$ cat src/rtl/ft_cmd_pkg.sv
// Purpose: shared constants for the FT245 command controller (opcodes, register map, error codes, FSM states).
// Latency: n/a (types and constants only).
// Backpressure: n/a.
package ft_cmd_pkg;

  localparam logic [3:0] OP_NOP   = 4'h0;
  localparam logic [3:0] OP_READ  = 4'h1;
  localparam logic [3:0] OP_WRITE = 4'h2;
  localparam logic [3:0] OP_PULSE = 4'h3;
  localparam logic [3:0] OP_ERR   = 4'hE;  // opcode nibble of every error response

  localparam logic [3:0] ADDR_TOTAL    = 4'd0;
  localparam logic [3:0] ADDR_MISMATCH = 4'd1;
  localparam logic [3:0] ADDR_STATUS   = 4'd2;
  localparam logic [3:0] ADDR_SCRATCH  = 4'd3;
  localparam logic [3:0] ADDR_LED      = 4'd4;
  localparam logic [3:0] ADDR_ERRCNT   = 4'd5;
  localparam logic [3:0] ADDR_ID       = 4'd6;

  localparam logic [3:0] ERR_BAD_OP   = 4'd1;
  localparam logic [3:0] ERR_TIMEOUT  = 4'd2;
  localparam logic [3:0] ERR_BAD_ADDR = 4'd3;
  localparam logic [3:0] ERR_PARTIAL  = 4'd4;

  localparam int RSP_W = 16;

  typedef enum logic [2:0] {
    ST_IDLE, ST_WAIT_DATA, ST_SEND_HDR, ST_SEND_HI, ST_SEND_LO
  } state_e;

  // Every response header shares the {nibble, nibble, 8'h00} layout.
  function automatic logic [RSP_W-1:0] rsp_hdr(input logic [3:0] hi, input logic [3:0] mid);
    return {hi, mid, 8'h00};
  endfunction

  function automatic logic addr_readable(input logic [3:0] a);
    return a <= ADDR_ID;
  endfunction

  function automatic logic addr_writable(input logic [3:0] a);
    return (a == ADDR_SCRATCH) || (a == ADDR_LED) || (a == ADDR_ERRCNT);
  endfunction

endpackage

$ cat src/rtl/ft_cmd_if.sv
// Purpose: bridge user-FIFO bundle (RX pop side + TX push side) between controller and FT245 bridge.
// Latency: n/a (wires only).
// Backpressure: RX via ui_dout_empty, TX via ui_din_full.
interface ft_cmd_if;
  logic [15:0] ui_dout;
  logic [1:0]  ui_dout_be;
  logic        ui_dout_empty;
  logic        ui_dout_get;
  logic [15:0] ui_din;
  logic [1:0]  ui_din_be;
  logic        ui_din_valid;
  logic        ui_din_full;

  // master: the command controller; slave: the bridge FIFOs.
  modport master (
    input  ui_dout, ui_dout_be, ui_dout_empty, ui_din_full,
    output ui_dout_get, ui_din, ui_din_be, ui_din_valid
  );
  modport slave (
    output ui_dout, ui_dout_be, ui_dout_empty, ui_din_full,
    input  ui_dout_get, ui_din, ui_din_be, ui_din_valid
  );
endinterface

$ cat src/rtl/ft_cmd_regfile.sv
// Purpose: register map read mux, writable scratch/LED registers and saturating error counter.
// Latency: reads combinational; writes and err_count updates visible the cycle after the strobe.
// Backpressure: none; strobes are single-cycle and always accepted.
// Ports: rd_addr/rd_data read port, wr_en/wr_addr/wr_data write port, err_inc count strobe,
//        telemetry inputs, led_ctrl output.
module ft_cmd_regfile
  import ft_cmd_pkg::*;
#(
  parameter logic [31:0] ID_VALUE = 32'h5052_4F54
) (
  input  logic        clk,
  input  logic        rst_n,
  input  logic [3:0]  rd_addr,
  output logic [31:0] rd_data,
  input  logic        wr_en,
  input  logic [3:0]  wr_addr,
  input  logic [15:0] wr_data,
  input  logic        err_inc,
  input  logic [31:0] total_packets,
  input  logic [31:0] mismatch_packets,
  input  logic        link_ok,
  output logic [3:0]  led_ctrl
);

  logic [15:0] scratch_q, scratch_d;
  logic [3:0]  led_q, led_d;
  logic [15:0] err_q, err_d;

  always_comb begin
    scratch_d = scratch_q;
    led_d     = led_q;
    err_d     = err_q;
    if (wr_en) begin
      case (wr_addr)
        ADDR_SCRATCH: scratch_d = wr_data;
        ADDR_LED:     led_d     = wr_data[3:0];
        ADDR_ERRCNT:  err_d     = 16'h0000;  // any data clears
        default:      ;
      endcase
    end
    if (err_inc && (err_q != 16'hFFFF)) err_d = err_q + 16'd1;
  end

  always_ff @(posedge clk or negedge rst_n) begin
    if (!rst_n) begin
      scratch_q <= '0;
      led_q     <= '0;
      err_q     <= '0;
    end else begin
      scratch_q <= scratch_d;
      led_q     <= led_d;
      err_q     <= err_d;
    end
  end

  always_comb begin
    rd_data = 32'h0;
    case (rd_addr)
      ADDR_TOTAL:    rd_data = total_packets;
      ADDR_MISMATCH: rd_data = mismatch_packets;
      ADDR_STATUS:   rd_data = {31'h0, link_ok};
      ADDR_SCRATCH:  rd_data = {16'h0, scratch_q};
      ADDR_LED:      rd_data = {28'h0, led_q};
      ADDR_ERRCNT:   rd_data = {16'h0, err_q};
      ADDR_ID:       rd_data = ID_VALUE;
      default:       rd_data = 32'h0;
    endcase
  end

  assign led_ctrl = led_q;

endmodule

$ cat src/rtl/ft_cmd_ctrl.sv
// Purpose: decode host command words from the bridge RX FIFO, access the register map, fire pulses, serialise responses.
// Latency: response word valid the cycle after the command (or WRITE data) pop; READ hi/lo follow one per TX transfer.
// Backpressure: TX words held while ui_din_full; no RX pop while a response is pending.
// Ports: clk/rst_n, ui (bridge FIFO bundle, master side), telemetry inputs, pulse and LED outputs.
module ft_cmd_ctrl
  import ft_cmd_pkg::*;
#(
  parameter logic [31:0] TIMEOUT_CYCLES = 32'd100_000,
  parameter logic [31:0] ID_VALUE       = 32'h5052_4F54
) (
  input  logic        clk,
  input  logic        rst_n,
  ft_cmd_if.master    ui,
  input  logic [31:0] total_packets,
  input  logic [31:0] mismatch_packets,
  input  logic        link_ok,
  output logic        reset_counters,
  output logic        gt_soft_reset_req,
  output logic [3:0]  led_ctrl
);

  state_e      state_q, state_d;
  logic [15:0] din_q, din_d;
  logic        valid_q, valid_d;
  logic [31:0] snap_q, snap_d;
  logic [3:0]  cmd_addr_q, cmd_addr_d;
  logic        read_rsp_q, read_rsp_d;
  logic [31:0] timer_q, timer_d;
  logic        rst_cnt_q, rst_cnt_d;
  logic        gt_rst_q, gt_rst_d;

  logic        get_c;
  logic        wr_en;
  logic        err_inc;
  logic [31:0] rd_data;
  logic        emit;
  logic [15:0] emit_word;
  logic        emit_err;

  logic [3:0] rx_op, rx_addr;
  assign rx_op   = ui.ui_dout[15:12];
  assign rx_addr = ui.ui_dout[11:8];

  ft_cmd_regfile #(.ID_VALUE(ID_VALUE)) u_regfile (
    .clk              (clk),
    .rst_n            (rst_n),
    .rd_addr          (rx_addr),
    .rd_data          (rd_data),
    .wr_en            (wr_en),
    .wr_addr          (cmd_addr_q),
    .wr_data          (ui.ui_dout),
    .err_inc          (err_inc),
    .total_packets    (total_packets),
    .mismatch_packets (mismatch_packets),
    .link_ok          (link_ok),
    .led_ctrl         (led_ctrl)
  );

  always_comb begin
    state_d    = state_q;
    din_d      = din_q;
    valid_d    = valid_q;
    snap_d     = snap_q;
    cmd_addr_d = cmd_addr_q;
    read_rsp_d = read_rsp_q;
    timer_d    = timer_q;
    rst_cnt_d  = 1'b0;
    gt_rst_d   = 1'b0;
    get_c      = 1'b0;
    wr_en      = 1'b0;
    emit       = 1'b0;
    emit_word  = 16'h0000;
    emit_err   = 1'b0;

    case (state_q)
      ST_IDLE: begin
        if (!ui.ui_dout_empty) begin
          get_c      = 1'b1;
          read_rsp_d = 1'b0;
          if (ui.ui_dout_be != 2'b11) begin
            emit = 1'b1; emit_err = 1'b1; emit_word = rsp_hdr(OP_ERR, ERR_PARTIAL);
          end else begin
            case (rx_op)
              OP_NOP: ;
              OP_READ: begin
                emit = 1'b1;
                if (addr_readable(rx_addr)) begin
                  emit_word  = rsp_hdr(OP_READ, rx_addr);
                  snap_d     = rd_data;  // hi/lo both come from this capture
                  read_rsp_d = 1'b1;
                end else begin
                  emit_err  = 1'b1;
                  emit_word = rsp_hdr(OP_ERR, ERR_BAD_ADDR);
                end
              end
              OP_WRITE: begin
                // Address is judged when the data word arrives so a bad
                // address still consumes its data word.
                cmd_addr_d = rx_addr;
                timer_d    = 32'd0;
                state_d    = ST_WAIT_DATA;
              end
              OP_PULSE: begin
                rst_cnt_d = ui.ui_dout[0];
                gt_rst_d  = ui.ui_dout[1];
                emit      = 1'b1;
                emit_word = rsp_hdr(OP_PULSE, rx_addr);
              end
              default: begin
                emit = 1'b1; emit_err = 1'b1; emit_word = rsp_hdr(OP_ERR, ERR_BAD_OP);
              end
            endcase
          end
        end
      end
      ST_WAIT_DATA: begin
        // An available word is checked before the timeout so it wins on the last cycle.
        if (!ui.ui_dout_empty) begin
          get_c = 1'b1;
          emit  = 1'b1;
          if (ui.ui_dout_be != 2'b11) begin
            emit_err = 1'b1; emit_word = rsp_hdr(OP_ERR, ERR_PARTIAL);
          end else if (addr_writable(cmd_addr_q)) begin
            wr_en     = 1'b1;
            emit_word = rsp_hdr(OP_WRITE, cmd_addr_q);
          end else begin
            emit_err = 1'b1; emit_word = rsp_hdr(OP_ERR, ERR_BAD_ADDR);
          end
        end else if (timer_q == TIMEOUT_CYCLES - 32'd1) begin
          emit = 1'b1; emit_err = 1'b1; emit_word = rsp_hdr(OP_ERR, ERR_TIMEOUT);
        end else begin
          timer_d = timer_q + 32'd1;
        end
      end
      ST_SEND_HDR: begin
        if (!ui.ui_din_full) begin
          if (read_rsp_q) begin
            din_d   = snap_q[31:16];
            state_d = ST_SEND_HI;
          end else begin
            valid_d = 1'b0;
            state_d = ST_IDLE;
          end
        end
      end
      ST_SEND_HI: begin
        if (!ui.ui_din_full) begin
          din_d   = snap_q[15:0];
          state_d = ST_SEND_LO;
        end
      end
      ST_SEND_LO: begin
        if (!ui.ui_din_full) begin
          valid_d = 1'b0;
          state_d = ST_IDLE;
        end
      end
      default: state_d = ST_IDLE;
    endcase

    if (emit) begin
      din_d   = emit_word;
      valid_d = 1'b1;
      state_d = ST_SEND_HDR;
    end
  end

  assign err_inc = emit && emit_err;

  always_ff @(posedge clk or negedge rst_n) begin
    if (!rst_n) begin
      state_q    <= ST_IDLE;
      din_q      <= '0;
      valid_q    <= 1'b0;
      snap_q     <= '0;
      cmd_addr_q <= '0;
      read_rsp_q <= 1'b0;
      timer_q    <= '0;
      rst_cnt_q  <= 1'b0;
      gt_rst_q   <= 1'b0;
    end else begin
      state_q    <= state_d;
      din_q      <= din_d;
      valid_q    <= valid_d;
      snap_q     <= snap_d;
      cmd_addr_q <= cmd_addr_d;
      read_rsp_q <= read_rsp_d;
      timer_q    <= timer_d;
      rst_cnt_q  <= rst_cnt_d;
      gt_rst_q   <= gt_rst_d;
    end
  end

  // Pop is combinational from state; held low while reset is asserted.
  assign ui.ui_dout_get   = rst_n & get_c;
  assign ui.ui_din        = din_q;
  assign ui.ui_din_valid  = valid_q;
  assign ui.ui_din_be     = {2{valid_q}};
  assign reset_counters    = rst_cnt_q;
  assign gt_soft_reset_req = gt_rst_q;

endmodule

$ cat src/flat_wrapper.sv
// flat-port wrapper written by rule: the top's interface ports become plain ports
module ft_cmd_ctrl_flat import ft_cmd_pkg::*;
#(
  parameter logic [31:0] TIMEOUT_CYCLES = 32'd100_000,
  parameter logic [31:0] ID_VALUE       = 32'h5052_4F54
)
  (clk, rst_n, total_packets, mismatch_packets, link_ok, reset_counters, gt_soft_reset_req, led_ctrl, ui_ui_dout, ui_ui_dout_be, ui_ui_dout_empty, ui_ui_din_full, ui_ui_dout_get, ui_ui_din, ui_ui_din_be, ui_ui_din_valid);
  ft_cmd_if ui_i ();
  input  logic clk;
  input  logic rst_n;
  input  logic [31:0] total_packets;
  input  logic [31:0] mismatch_packets;
  input  logic link_ok;
  output logic reset_counters;
  output logic gt_soft_reset_req;
  output logic [3:0] led_ctrl;
  input wire logic [$bits(ui_i.ui_dout)-1:0] ui_ui_dout;
  input wire logic [$bits(ui_i.ui_dout_be)-1:0] ui_ui_dout_be;
  input wire logic [$bits(ui_i.ui_dout_empty)-1:0] ui_ui_dout_empty;
  input wire logic [$bits(ui_i.ui_din_full)-1:0] ui_ui_din_full;
  output wire logic [$bits(ui_i.ui_dout_get)-1:0] ui_ui_dout_get;
  output wire logic [$bits(ui_i.ui_din)-1:0] ui_ui_din;
  output wire logic [$bits(ui_i.ui_din_be)-1:0] ui_ui_din_be;
  output wire logic [$bits(ui_i.ui_din_valid)-1:0] ui_ui_din_valid;
  assign ui_i.ui_dout = ui_ui_dout;
  assign ui_i.ui_dout_be = ui_ui_dout_be;
  assign ui_i.ui_dout_empty = ui_ui_dout_empty;
  assign ui_i.ui_din_full = ui_ui_din_full;
  assign ui_ui_dout_get = ui_i.ui_dout_get;
  assign ui_ui_din = ui_i.ui_din;
  assign ui_ui_din_be = ui_i.ui_din_be;
  assign ui_ui_din_valid = ui_i.ui_din_valid;
  ft_cmd_ctrl #(.TIMEOUT_CYCLES(TIMEOUT_CYCLES), .ID_VALUE(ID_VALUE)) u_core (.clk(clk), .rst_n(rst_n), .ui(ui_i), .total_packets(total_packets), .mismatch_packets(mismatch_packets), .link_ok(link_ok), .reset_counters(reset_counters), .gt_soft_reset_req(gt_soft_reset_req), .led_ctrl(led_ctrl));
endmodule
$ cat config.mk
export PLATFORM = sky130hd
export DESIGN_NAME = ft_cmd_ctrl_flat
export DESIGN_NICKNAME = d
export VERILOG_FILES = /design/src/rtl/ft_cmd_pkg.sv /design/src/rtl/ft_cmd_if.sv /design/src/rtl/ft_cmd_regfile.sv /design/src/rtl/ft_cmd_ctrl.sv /design/src/flat_wrapper.sv
export SDC_FILE = /design/constraint.sdc
export NUM_CORES = 1
export LEC_CHECK = 0
export ABC_AREA = 1
export CORE_ASPECT_RATIO = 1.75
export CORE_UTILIZATION = 40
export CTS_BUF_LIST = sky130_fd_sc_hd__clkbuf_16
export DETAILED_ROUTE_END_ITERATION = 12
export GPL_TIMING_DRIVEN = 0
export PLACE_DENSITY = 0.68
export SLEW_MARGIN = 20
export SYNTH_ARGS = -nofsm -noshare
export SYNTH_HDL_FRONTEND = slang
export SYNTH_HIERARCHICAL = 1
export SYNTH_SLANG_ARGS = --single-unit
$ cat constraint.sdc
create_clock -name clk -period 2.3 [get_ports clk]
set_input_delay 0.46 -clock clk [delete_from_list [all_inputs] [get_ports clk]]
set_output_delay 0.46 -clock clk [all_outputs]
set_load 0.01 [all_outputs]
==> results of run 1 <==
-- per-stage QoR --
step | std cells | hold slack [ns] | utilization | worst slack (ns)
finish | 1522 | 0.001630 | 0.5209 | 0.05146
global placement | 1476 | 0.4544 | 0.4784 | -4.665
floorplan | 1119 | 0.1644 | - | 0.1244
global route | 1522 | 0.01069 | 0.5209 | -0.01073
detailed placement | 1477 | 0.3956 | 0.4800 | -0.7607
CTS | 1516 | 0.01006 | 0.5170 | 0.02465
-- logic make-up after synthesis --
| family | synth area share |
|---|---|
| AOI/OAI and AO/OA | 0.07234 |
| xor gates and xnor gates | 0.01428 |
| adders and majority gates | 0.003138 |
| buffers and inverters | 0.07971 |
| DFF | 0.3986 |
| muxes | 0.05037 |
| and+or+nand+nor | 0.3816 |
-- layout by cell type, fill, tap and decap left out, drive strengths merged --
master	n
xnor2	3
dfrtp	127
bufbuf	1
clkbuf	26
a22o	11
dlymetal6s2s	1
nand3b	4
nor2	115
a21oi	16
o31ai	2
o2111ai	6
o211ai	1
buf	45
o21ai	62
nand3	142
nor3b	1
or2	3
ha	2
nand4	23
clkinvlp	5
clkinv	4
inv	109
nor3	20
mux2	29
nand2	396
xor2	10
bufinv	3
clkdlybuf4s50	110
-- power breakdown --
group / internal (W) / switching (W)
combinational: 0.000982 / 0.00156
sequential: 0.00254 / 0.000285
clock: 0.00169 / 0.00105
-- cell usage after synthesis, drive strengths merged --
cell     number
o21ai        62
xor2         10
nand3b        4
inv         106
o211ai        1
o31ai         2
nor3         20
dfrtp       127
a22o         11
a21oi        16
xnor2         3
nor3b         1
buf          29
mux2         29
or2           3
nor2        115
o2111ai       6
clkbuf       11
nand4        23
nand3       142
nand2       396
ha            2
-- metal layers --
metal / GRT usage / vias to the layer above / wire [µm]
li1: - / 3917 / -
met2: 0.5041 / 217 / 14270
met4: 0.1746 / 0 / 1725
met3: 0.04116 / 81 / 864
met5: 0 / - / 0
met1: 0.2681 / 3671 / 9465
-- flip-flops by register name, summed over array words and instances (netlist names) --
name and count:
u_core/timer_q 32, u_core/read_rsp_q 1, u_core/u_regfile/scratch_q 16, u_core/reset_counters 1, u_core/ui.ui_din 16, u_core/gt_soft_reset_req 1
u_core/u_regfile/err_q 16, u_core/snap_q 32, u_core/u_regfile/led_ctrl 4, u_core/state_q 3, u_core/cmd_addr_q 4, u_core/ui.ui_din_valid 1
-- timing repair --
| item | CTS | global route |
|---|---|---|
| gates resized for setup | 11 | 15 |
| endpoints found under the setup margin | 21 | 52 |
| buffers inserted | 5 | 6 |
| cloned | 1 | 0 |
| endpoints found under the hold margin | 49 | 0 |
| hold buffers | 1 | 0 |
| pin swaps | 3 | 3 |
-- worst min-delay path by stage --
stage                                        startpoint                            end  slack, ns
after global routing                              rst_n             u_core/timer_q[29]       0.01
after global placement    u_core/u_regfile/scratch_q[6]  u_core/u_regfile/scratch_q[6]       0.45
after CTS                                         rst_n             u_core/timer_q[30]       0.01
after floorplan                                   rst_n           u_core/cmd_addr_q[0]       0.16
after detailed placement                          rst_n             u_core/timer_q[30]       0.40
final                                             rst_n             u_core/timer_q[29]      0.002
-- layout make-up --
cell class | count | area [µm²]
Buffer | 40 | 249.0
Clock buffer | 17 | 425.4
Clock inverter | 15 | 170.2
Fill cell | 1938 | 9415
Inverter | 106 | 397.9
Multi-Input combinational cell | 846 | 4207
Sequential cell | 127 | 3179
Tap cell | 245 | 306.5
Timing Repair Buffer | 126 | 1304
==> results.sh, run 1 <==
export IMPL_portBuffers=112
export IMPL_grt_ovfl_total=0
export IMPL_path_clk_slew_ns=0.06
export IMPL_synth_distinct_cells=40
export IMPL_drv_slew=0
export IMPL_cts_tree="done"
export IMPL_cts_root_buf="clkbuf_16"
export IMPL_critPathLaunch="ui_ui_dout[11]"
export IMPL_finalWirelength_um=26330
export IMPL_reg2reg_to="u_core/timer_q[12]"
export IMPL_ir_worst_vdd_mv=0.6026
export IMPL_synth_seq_area_share=0.3986
export IMPL_tightest_slew_ns=0.7904
export IMPL_num_antenna_cells=0
export IMPL_p_leak_nw=4.878
export IMPL_die_w_um=108.7
export IMPL_final_nets=1353
export IMPL_period_needed_ns=2.249
export IMPL_drv_cap=0
export IMPL_start_util=0.4057
export IMPL_path_delay_family="buffers and inverters"
export IMPL_cp_start_kind="primary input"
export IMPL_antenna_found_initial=0
export IMPL_place_hpwl_um=20250
export IMPL_clock_path_buffers=2
export IMPL_via_per_inst=5.181
export IMPL_htreeDepth=4
export IMPL_r2r_start="u_core/timer_q[9]"
export IMPL_slowest_stage="clkdlybuf4s50_1"
export IMPL_synth_nets=1208
export IMPL_final_antenna_net_count=0
export IMPL_finalSetupViolCount=0
export IMPL_drive_gt1_frac=0.1167
export IMPL_cp_endpoint="u_core/snap_q[13]"
export IMPL_cp_cell_sequence="clkdlybuf4s50_1 -> nor2_1 -> inv_2 -> nor3_2 -> buf_2 -> nand2_1 -> o2111ai_1 -> mux2_4"
export IMPL_grt_pass1_wl_um=40900
export IMPL_powerDensity_mw_per_mm2=792.8
export IMPL_core_area_mm2=0.01965
export IMPL_grt_usage=0.2702
export IMPL_ys_ff_latch=127
export IMPL_synthToLayoutAreaGrowth_pct=28.40
export IMPL_postLayoutCellArea_mm2=0.01024
export IMPL_fin_crit_sh=0.9776
export IMPL_worstSkewPairLatency_ns=0.43
export IMPL_p_total_w=0.008117
export IMPL_cpPeakStageDelay_ns=0.57
export IMPL_cts_buffers=17
export IMPL_ios=113
export IMPL_rsz0062_at_grt="true"
export IMPL_vias=7886
export IMPL_cts_sinks=127
export IMPL_critical_path_class="in -> reg"
export IMPL_regToRegSetupSlack_ns=0.15
export IMPL_first_pass_iters=7
export IMPL_die_h_um=188.8
export IMPL_status="completed"
export IMPL_hold_path_class="in -> async"
export IMPL_yosys_area_top_type="dfrtp_1"
export IMPL_yosys_warnings=6
export IMPL_hold_viol_final=0
export IMPL_end_kind="register"
export IMPL_maxSlewHeadroom=0.4690
export IMPL_placed_area_mm2=0.009434
export IMPL_finalSetupTns_ns=0
export IMPL_avgSynthCellArea_um2=7.126
export IMPL_drc=0
export IMPL_critPathBufInv=3
export IMPL_cp_arrival_ns=2.62
export IMPL_std_cell_rows=68
export IMPL_skew_ns=0.009118
export IMPL_critical_path_depth=8
export IMPL_synthCells=1119
export IMPL_grt_pass1_vias=7918
export IMPL_die_area_mm2=0.02053
export IMPL_wire_per_inst_um=17.30
export IMPL_drt_iter0_drc=457
export IMPL_fmax_mhz=444.7
export IMPL_gp_congestion=0.9613
export IMPL_required_ns=2.67
export IMPL_ff2ff_path_depth=8
export IMPL_syn_cell_area_mm2=0.007974
export IMPL_grt_start_max_net_pins=50
export IMPL_synth_top_area_frac=0.3986
export IMPL_crit_fanout=10
export IMPL_synth_area_leaders="dfrtp_1, nand2_1, nand3_1"
Power figures use the tool's default switching activity.
==> run 2, diff against run 1 <==
--- a/config.mk
+++ b/config.mk
@@ -12,7 +12,6 @@
 export DETAILED_ROUTE_END_ITERATION = 12
 export GPL_TIMING_DRIVEN = 0
 export PLACE_DENSITY = 0.68
-export SLEW_MARGIN = 20
 export SYNTH_ARGS = -nofsm -noshare
 export SYNTH_HDL_FRONTEND = slang
 export SYNTH_HIERARCHICAL = 1
==> run 2 against run 1 <==
Effect of this change: via count increased by 0.36%; sequential share of layout area hardly changed; critical path depth stayed put; clock power hardly changed; die area unchanged; flip-flop and latch count unchanged; combinational power about the same; wire length shrank 0.47%; largest power group unchanged; highest routed layer unchanged.
==> results.sh, run 2 (synthesis gave the netlist of run 1 again) <==
export IMPL_status="completed"
export IMPL_place_inst=1477
export IMPL_final_nets=1355
export IMPL_layout_commonest_cell="nand2_1"
export IMPL_vias=7914
export IMPL_ff2ff_path_depth=10
export IMPL_htreeDepth=4
export IMPL_die_area_mm2=0.02053
export IMPL_cp_endpoint="u_core/snap_q[5]"
export IMPL_drt_iter0_drc=476
export IMPL_period_needed_ns=2.277
export IMPL_regToRegSetupSlack_ns=0.16
export IMPL_finalWirelength_um=26200
export IMPL_critical_path_class="in -> reg"
export IMPL_fin_util=0.5210
export IMPL_die_h_um=188.8
export IMPL_drc=0
export IMPL_maxSlewHeadroom=0.4799
export IMPL_drv_cap=0
export IMPL_tightest_slew_ns=0.7742
export IMPL_drv_slew=0
export IMPL_portBuffers=112
export IMPL_p_leak_nw=4.882
export IMPL_first_pass_iters=5
export IMPL_clock_path_buffers=2
export IMPL_cts_root_buf="clkbuf_16"
export IMPL_grt_usage=0.2691
export IMPL_ios=113
export IMPL_required_ns=2.68
export IMPL_drive_gt1_frac=0.1165
export IMPL_die_w_um=108.7
export IMPL_cp_start_kind="primary input"
export IMPL_core_area_mm2=0.01965
export IMPL_finalSetupViolCount=0
export IMPL_postLayoutCellArea_mm2=0.01024
export IMPL_fin_cells=1524
export IMPL_worstSkewPairLatency_ns=0.43
export IMPL_crit_fanout=10
export IMPL_reg_top3="u_core/snap_q: 32 flops, u_core/timer_q: 32 flops"
export IMPL_final_cell_mix="nand2_1, nand3_1, dfrtp_1, clkdlybuf4s50_1, nor2_1"
export IMPL_cts_buffers=17
export IMPL_switchingPower_w=0.002906
export IMPL_fin_crit_sh=0.9898
export IMPL_fin_ws_ns=0.02346
export IMPL_place_hpwl_um=20190
export IMPL_path_clk_slew_ns=0.06
export IMPL_cts_sinks=127
export IMPL_via_per_inst=5.193
export IMPL_dpl_worst_slack_ns=-0.7578
export IMPL_skew_ns=0.006660
export IMPL_hold_viol_final=0
export IMPL_final_antenna_net_count=0
export IMPL_gp_congestion=0.9613
export IMPL_p_sw_frac=0.3569
export IMPL_num_antenna_cells=0
export IMPL_wire_per_inst_um=17.19
export IMPL_antenna_found_initial=0
export IMPL_p_comb_frac=0.314
export IMPL_rsz0062_at_grt="true"
export IMPL_synthToLayoutAreaGrowth_pct=28.42
export IMPL_placed_area_mm2=0.009430
export IMPL_critPathLaunch="ui_ui_dout[11]"
export IMPL_reg2reg_to="u_core/u_regfile/err_q[4]"
export IMPL_grt_ovfl_total=0
export IMPL_pwr_share_seq=0.346
export IMPL_cp_arrival_ns=2.65
export IMPL_grt_pass1_vias=7958
export IMPL_cts_tree="done"
export IMPL_fmax_mhz=439.3
export IMPL_hold_path_class="in -> async"
export IMPL_p_int_w=0.005235
export IMPL_grt_start_max_net_pins=50
export IMPL_std_cell_rows=68
export IMPL_end_kind="register"
export IMPL_r2r_start="u_core/state_q[1]"
export IMPL_grt_pass1_wl_um=40830
export IMPL_ir_worst_vdd_mv=0.5922
export IMPL_start_util=0.4057
export IMPL_clock_power_share=0.339
export IMPL_powerDensity_mw_per_mm2=795.0
==> run 2: cell type report <==
class                      instances  area, µm²
buffer                            40      252.7
clock buffer                      17      425.4
clock inverter                    15      170.2
fill                            1915       9414
inverter                         106      397.9
multi-input combinational        846       4189
sequential                       127       3179
tap                              245      306.5
timing repair buffer             128       1319
==> run 2: power groups by stage <==
stage               registers (W)  logic [W]  clock network (W)
floorplan                 0.00282    0.00146                  0
global placement          0.00285    0.00235                  0
detailed placement        0.00285    0.00238                  0
CTS                       0.00281    0.00246            0.00281
global route              0.00286    0.00282            0.00291
finish                    0.00282    0.00256            0.00276
==> run 2: what timing repair did <==
action                                  4_1_cts  5_1_grt
gates resized for setup                       9       15
gates cloned                                  1        0
hold buffers                                  1        0
endpoints found under the setup margin       21       53
setup buffers                                 6        7
endpoints found under the hold margin        49        0
pin swaps                                     4        2
==> run 2: worst min-delay path by stage <==
stage	startpoint	to	slack [ns]	cells after the start
floorplan	rst_n	u_core/cmd_addr_q[0]	0.16	0
global placement	u_core/u_regfile/scratch_q[6]	u_core/u_regfile/scratch_q[6]	0.45	2
detailed placement	rst_n	u_core/timer_q[29]	0.44	1
CTS	rst_n	u_core/timer_q[29]	0.009	2
global route	rst_n	u_core/timer_q[29]	0.01	2
finish	rst_n	u_core/timer_q[29]	0.006	2
==> run 2: stage by stage <==
| stage | TNS (ns) | power, W | hold WS [ns] |
|---|---|---|---|
| 2_1_floorplan | 0 | 0.004281 | 0.1644 |
| 3_3_place_gp | -598.64 | 0.005194 | 0.4544 |
| 3_5_place_dp | -27.73 | 0.005230 | 0.4403 |
| 4_1_cts | 0 | 0.008075 | 0.008971 |
| 5_1_grt | -0.09118 | 0.008591 | 0.01239 |
| 6_report | 0 | 0.008141 | 0.005676 |
==> run 2: critical path, cell delays in order <==
cell and delay, ns:
clkdlybuf4s50_1 0.59, nor2_1 0.28, inv_2 0.07, nor3_2 0.43
buf_2 0.38, nand2_1 0.09, o2111ai_1 0.14, mux2_2 0.21
==> run 2: metal layers <==
layer / track usage / part of all wire
met5: 0 / 0
met1: 0.2656 / 0.36
met4: 0.1965 / 0.068
met2: 0.4925 / 0.54
met3: 0.04220 / 0.033
==> run 3, diff against run 2 <==
--- a/config.mk
+++ b/config.mk
@@ -5,13 +5,12 @@
 export SDC_FILE = /design/constraint.sdc
 export NUM_CORES = 1
 export LEC_CHECK = 0
-export ABC_AREA = 1
 export CORE_ASPECT_RATIO = 1.75
 export CORE_UTILIZATION = 40
 export CTS_BUF_LIST = sky130_fd_sc_hd__clkbuf_16
 export DETAILED_ROUTE_END_ITERATION = 12
 export GPL_TIMING_DRIVEN = 0
-export PLACE_DENSITY = 0.68
+export PLACE_DENSITY = 0.69
 export SYNTH_ARGS = -nofsm -noshare
 export SYNTH_HDL_FRONTEND = slang
 export SYNTH_HIERARCHICAL = 1
==> run 3 against run 2 <==
Effect of this change: the run now ends with negative setup slack left; maximum frequency shrank 16%; largest cell class unchanged; critical path depth grew 2; count of clock-buffer cells in the layout is the same; core utilization grew 5.4 points; worst hold slack gained 0.48 ns; area after synthesis shrank 13%; first-iteration DRC count grew 8.8%; largest power group unchanged; synthesized cell count shrank 39%; sequential share of layout area grew 1.6 points; highest routed layer unchanged; global-route usage shrank 1.1 points.
==> results.sh, run 3 <==
export IMPL_final_nets=948
export IMPL_dpl_worst_slack_ns=-1.288
export IMPL_htreeDepth=4
export IMPL_core_area_mm2=0.01695
export IMPL_synthTopCellsByCount="dfrtp_1, nand2_1, mux2_2, a21oi_1, nand3_1"
export IMPL_cts_sinks=127
export IMPL_critPathBufInv=3
export IMPL_finalWirelength_um=22520
export IMPL_drc=0
export IMPL_cp_arrival_ns=3.06
export IMPL_fin_crit_sh=1.173
export IMPL_hold_viol_final=0
export IMPL_finalSetupViolCount=57
export IMPL_synth_distinct_cells=75
export IMPL_via_per_inst=5.985
export IMPL_postLayoutCellArea_mm2=0.009747
export IMPL_p_total_w=0.007446
export IMPL_fin_ws_ns=-0.3970
export IMPL_required_ns=2.66
export IMPL_ios=113
export IMPL_synthToLayoutAreaGrowth_pct=40.92
export IMPL_portBuffers=112
export IMPL_yosysMostFrequentCell="dfrtp_1"
export IMPL_std_cell_rows=63
export IMPL_cts_tree="done"
export IMPL_die_h_um=176.0
export IMPL_num_antenna_cells=0
export IMPL_critical_path_class="reg -> reg"
export IMPL_drt_iter0_drc=518
export IMPL_powerDensity_mw_per_mm2=763.9
export IMPL_synth_top_area_frac=0.4595
export IMPL_cts_root_buf="clkbuf_16"
export IMPL_vias=6577
export IMPL_grt_pass1_vias=6344
export IMPL_synth_ff_type="dfrtp_1"
export IMPL_final_cell_mix="dfrtp_1, clkdlybuf4s50_1, nand2_1, mux2_2, buf_4"
export IMPL_maxSlewHeadroom=0.4783
export IMPL_yosys_warnings=6
export IMPL_grt_start_max_net_pins=97
export IMPL_status="finished with violations"
export IMPL_fin_util=0.5751
export IMPL_drive_gt1_frac=0.2661
export IMPL_violations="negative setup slack"
export IMPL_synthCells=684
export IMPL_synth_area_leaders="dfrtp_1, mux2_2, nand2_1"
export IMPL_antenna_found_initial=0
export IMPL_wire_per_inst_um=20.49
export IMPL_start_util=0.4081
export IMPL_cts_buffers=17
export IMPL_gp_congestion=0.9951
export IMPL_yosys_area_top_type="dfrtp_1"
export IMPL_cpPeakStageDelay_ns=0.54
export IMPL_end_kind="register"
export IMPL_placed_area_mm2=0.008384
export IMPL_avgSynthCellArea_um2=10.11
export IMPL_cp_cell_sequence="or4_4 -> or4_4 -> nor3_4 -> a211oi_4 -> inv_2 -> o41a_1 -> buf_6 -> buf_8 -> o211a_1 -> a221o_1"
export IMPL_grt_pass1_wl_um=34280
export IMPL_cpMostUsedCell="or4_4"
export IMPL_p_leak_nw=4.358
export IMPL_final_antenna_net_count=0
export IMPL_synth_nets=773
export IMPL_async_reset_ff_frac=1.000
export IMPL_die_area_mm2=0.01784
export IMPL_die_w_um=101.4
export IMPL_hold_path_class="in -> async"
export IMPL_tightest_slew_ns=0.7826
export IMPL_ys_ff_latch=127
export IMPL_synth_edff_count=0
export IMPL_path_clk_slew_ns=0.06
export IMPL_grt_usage=0.2578
export IMPL_fmax_mhz=370.8
export IMPL_cp_start_kind="register"
export IMPL_drv_slew=0
export IMPL_crit_fanout=5
export IMPL_regToRegSetupSlack_ns=-0.40
export IMPL_ir_worst_vdd_mv=0.5171
export IMPL_reg_top3="u_core/snap_q: 32 flops, u_core/timer_q: 32 flops"
export IMPL_path_delay_family="simple AND/OR/NAND/NOR gates"
export IMPL_drv_cap=0
export IMPL_clock_path_buffers=2
export IMPL_place_hpwl_um=15850
export IMPL_synth_seq_area_share=0.4595
export IMPL_worstSkewPairLatency_ns=0.43
export IMPL_grt_ovfl_total=0
export IMPL_first_pass_iters=8
export IMPL_slowest_stage="or4_4"
export IMPL_skew_ns=0.008545
export IMPL_finalSetupTns_ns=-10.13
export IMPL_period_needed_ns=2.697
export IMPL_layout_commonest_cell="dfrtp_1"
export IMPL_rsz0062_at_grt="true"
export IMPL_syn_cell_area_mm2=0.006917
## run 3: cell types whose count changed after synthesis, moves of 17 or more
cell / before / now
a21oi_1: 15 / 32
nor2_1: 106 / 28
or3_1: 0 / 20
o21ai_1: 36 / 5
mux2_2: 8 / 56
nand2_1: 389 / 69
mux2_4: 20 / 0
a22oi_1: 0 / 22
nand3_1: 140 / 32
inv_1: 97 / 5
## run 3: power breakdown
part / total [W] / internal (W) / leakage, nW / switching, W
Combinational: 0.00219 / 0.00105 / 2.35 / 0.00114
Clock: 0.00260 / 0.00143 / 0.273 / 0.00117
Sequential: 0.00266 / 0.00244 / 1.73 / 0.000218
## run 3: layer usage
metal  up-vias  track usage  part of all wire
li1       2993            -                 -
met1      3232       0.2762              0.35
met2       266       0.4691              0.55
met3        86      0.04276             0.046
met4         0       0.1449             0.053
met5         -            0                 0
## run 3: cells by family (layout without fill, tap and decap cells)
| family | after synthesis | count (layout) | share of synthesized area |
|---|---|---|---|
| AND/OR/NAND/NOR | 269 | 270 | 0.2142 |
| AO/OA/AOI/OAI | 167 | 168 | 0.1728 |
| flip-flops | 127 | 127 | 0.4595 |
| multiplexers | 69 | 69 | 0.1100 |
| buffers and inverters | 43 | 229 | 0.03111 |
| XOR/XNOR | 7 | 7 | 0.008864 |
| adder cells (fa/ha/maj) | 2 | 2 | 0.003617 |
## run 3: area by class of cell
type / count / area (µm²)
timing repair buffer: 156 / 1567
buffer: 36 / 270.3
tap: 227 / 284.0
inverter: 5 / 22.52
sequential: 127 / 3182
fill: 1428 / 7201
multi-input combinational: 516 / 3860
clock buffer: 17 / 425.4
clock inverter: 15 / 136.4
## run 3: final timing paths
check                                    start                   endpoint  cells past startpoint
max in group asynchronous                rst_n          u_core/snap_q[21]                      3
max                         u_core/timer_q[26]  u_core/u_regfile/err_q[9]                     10
max reg2reg                 u_core/timer_q[26]  u_core/u_regfile/err_q[9]                     10
min reg2reg                u_core/ui.ui_din[5]        u_core/ui.ui_din[5]                      1
min                                      rst_n          u_core/timer_q[6]                      2
min in group clk           u_core/ui.ui_din[5]        u_core/ui.ui_din[5]                      1
## run 3: through the flow
stage | instances | hold WS [ns]
finish | 1099 | 0.4868
detailed placement | 1024 | 0.3697
global placement | 1023 | 0.4711
floorplan | 684 | 0.1644
CTS | 1081 | 0.4924
global route | 1099 | 0.5049
## run 3: worst reg2reg max path: cells and delay by family, from the launching register on
family	cells	cell delay, ns
AND/OR/NAND/NOR	3	1.19
AO/OA/AOI/OAI	4	0.68
flip-flops	1	0.39
buffers and inverters	3	0.37
## run 3: repair_timing
item                                   CTS  global route
gates cloned                             2             2
pin swaps                               13            14
setup endpoints to repair              119           119
buffers inserted                        23            17
gates resized for setup                 54            65
hold buffers                             1             0
endpoints found under the hold margin   31             0
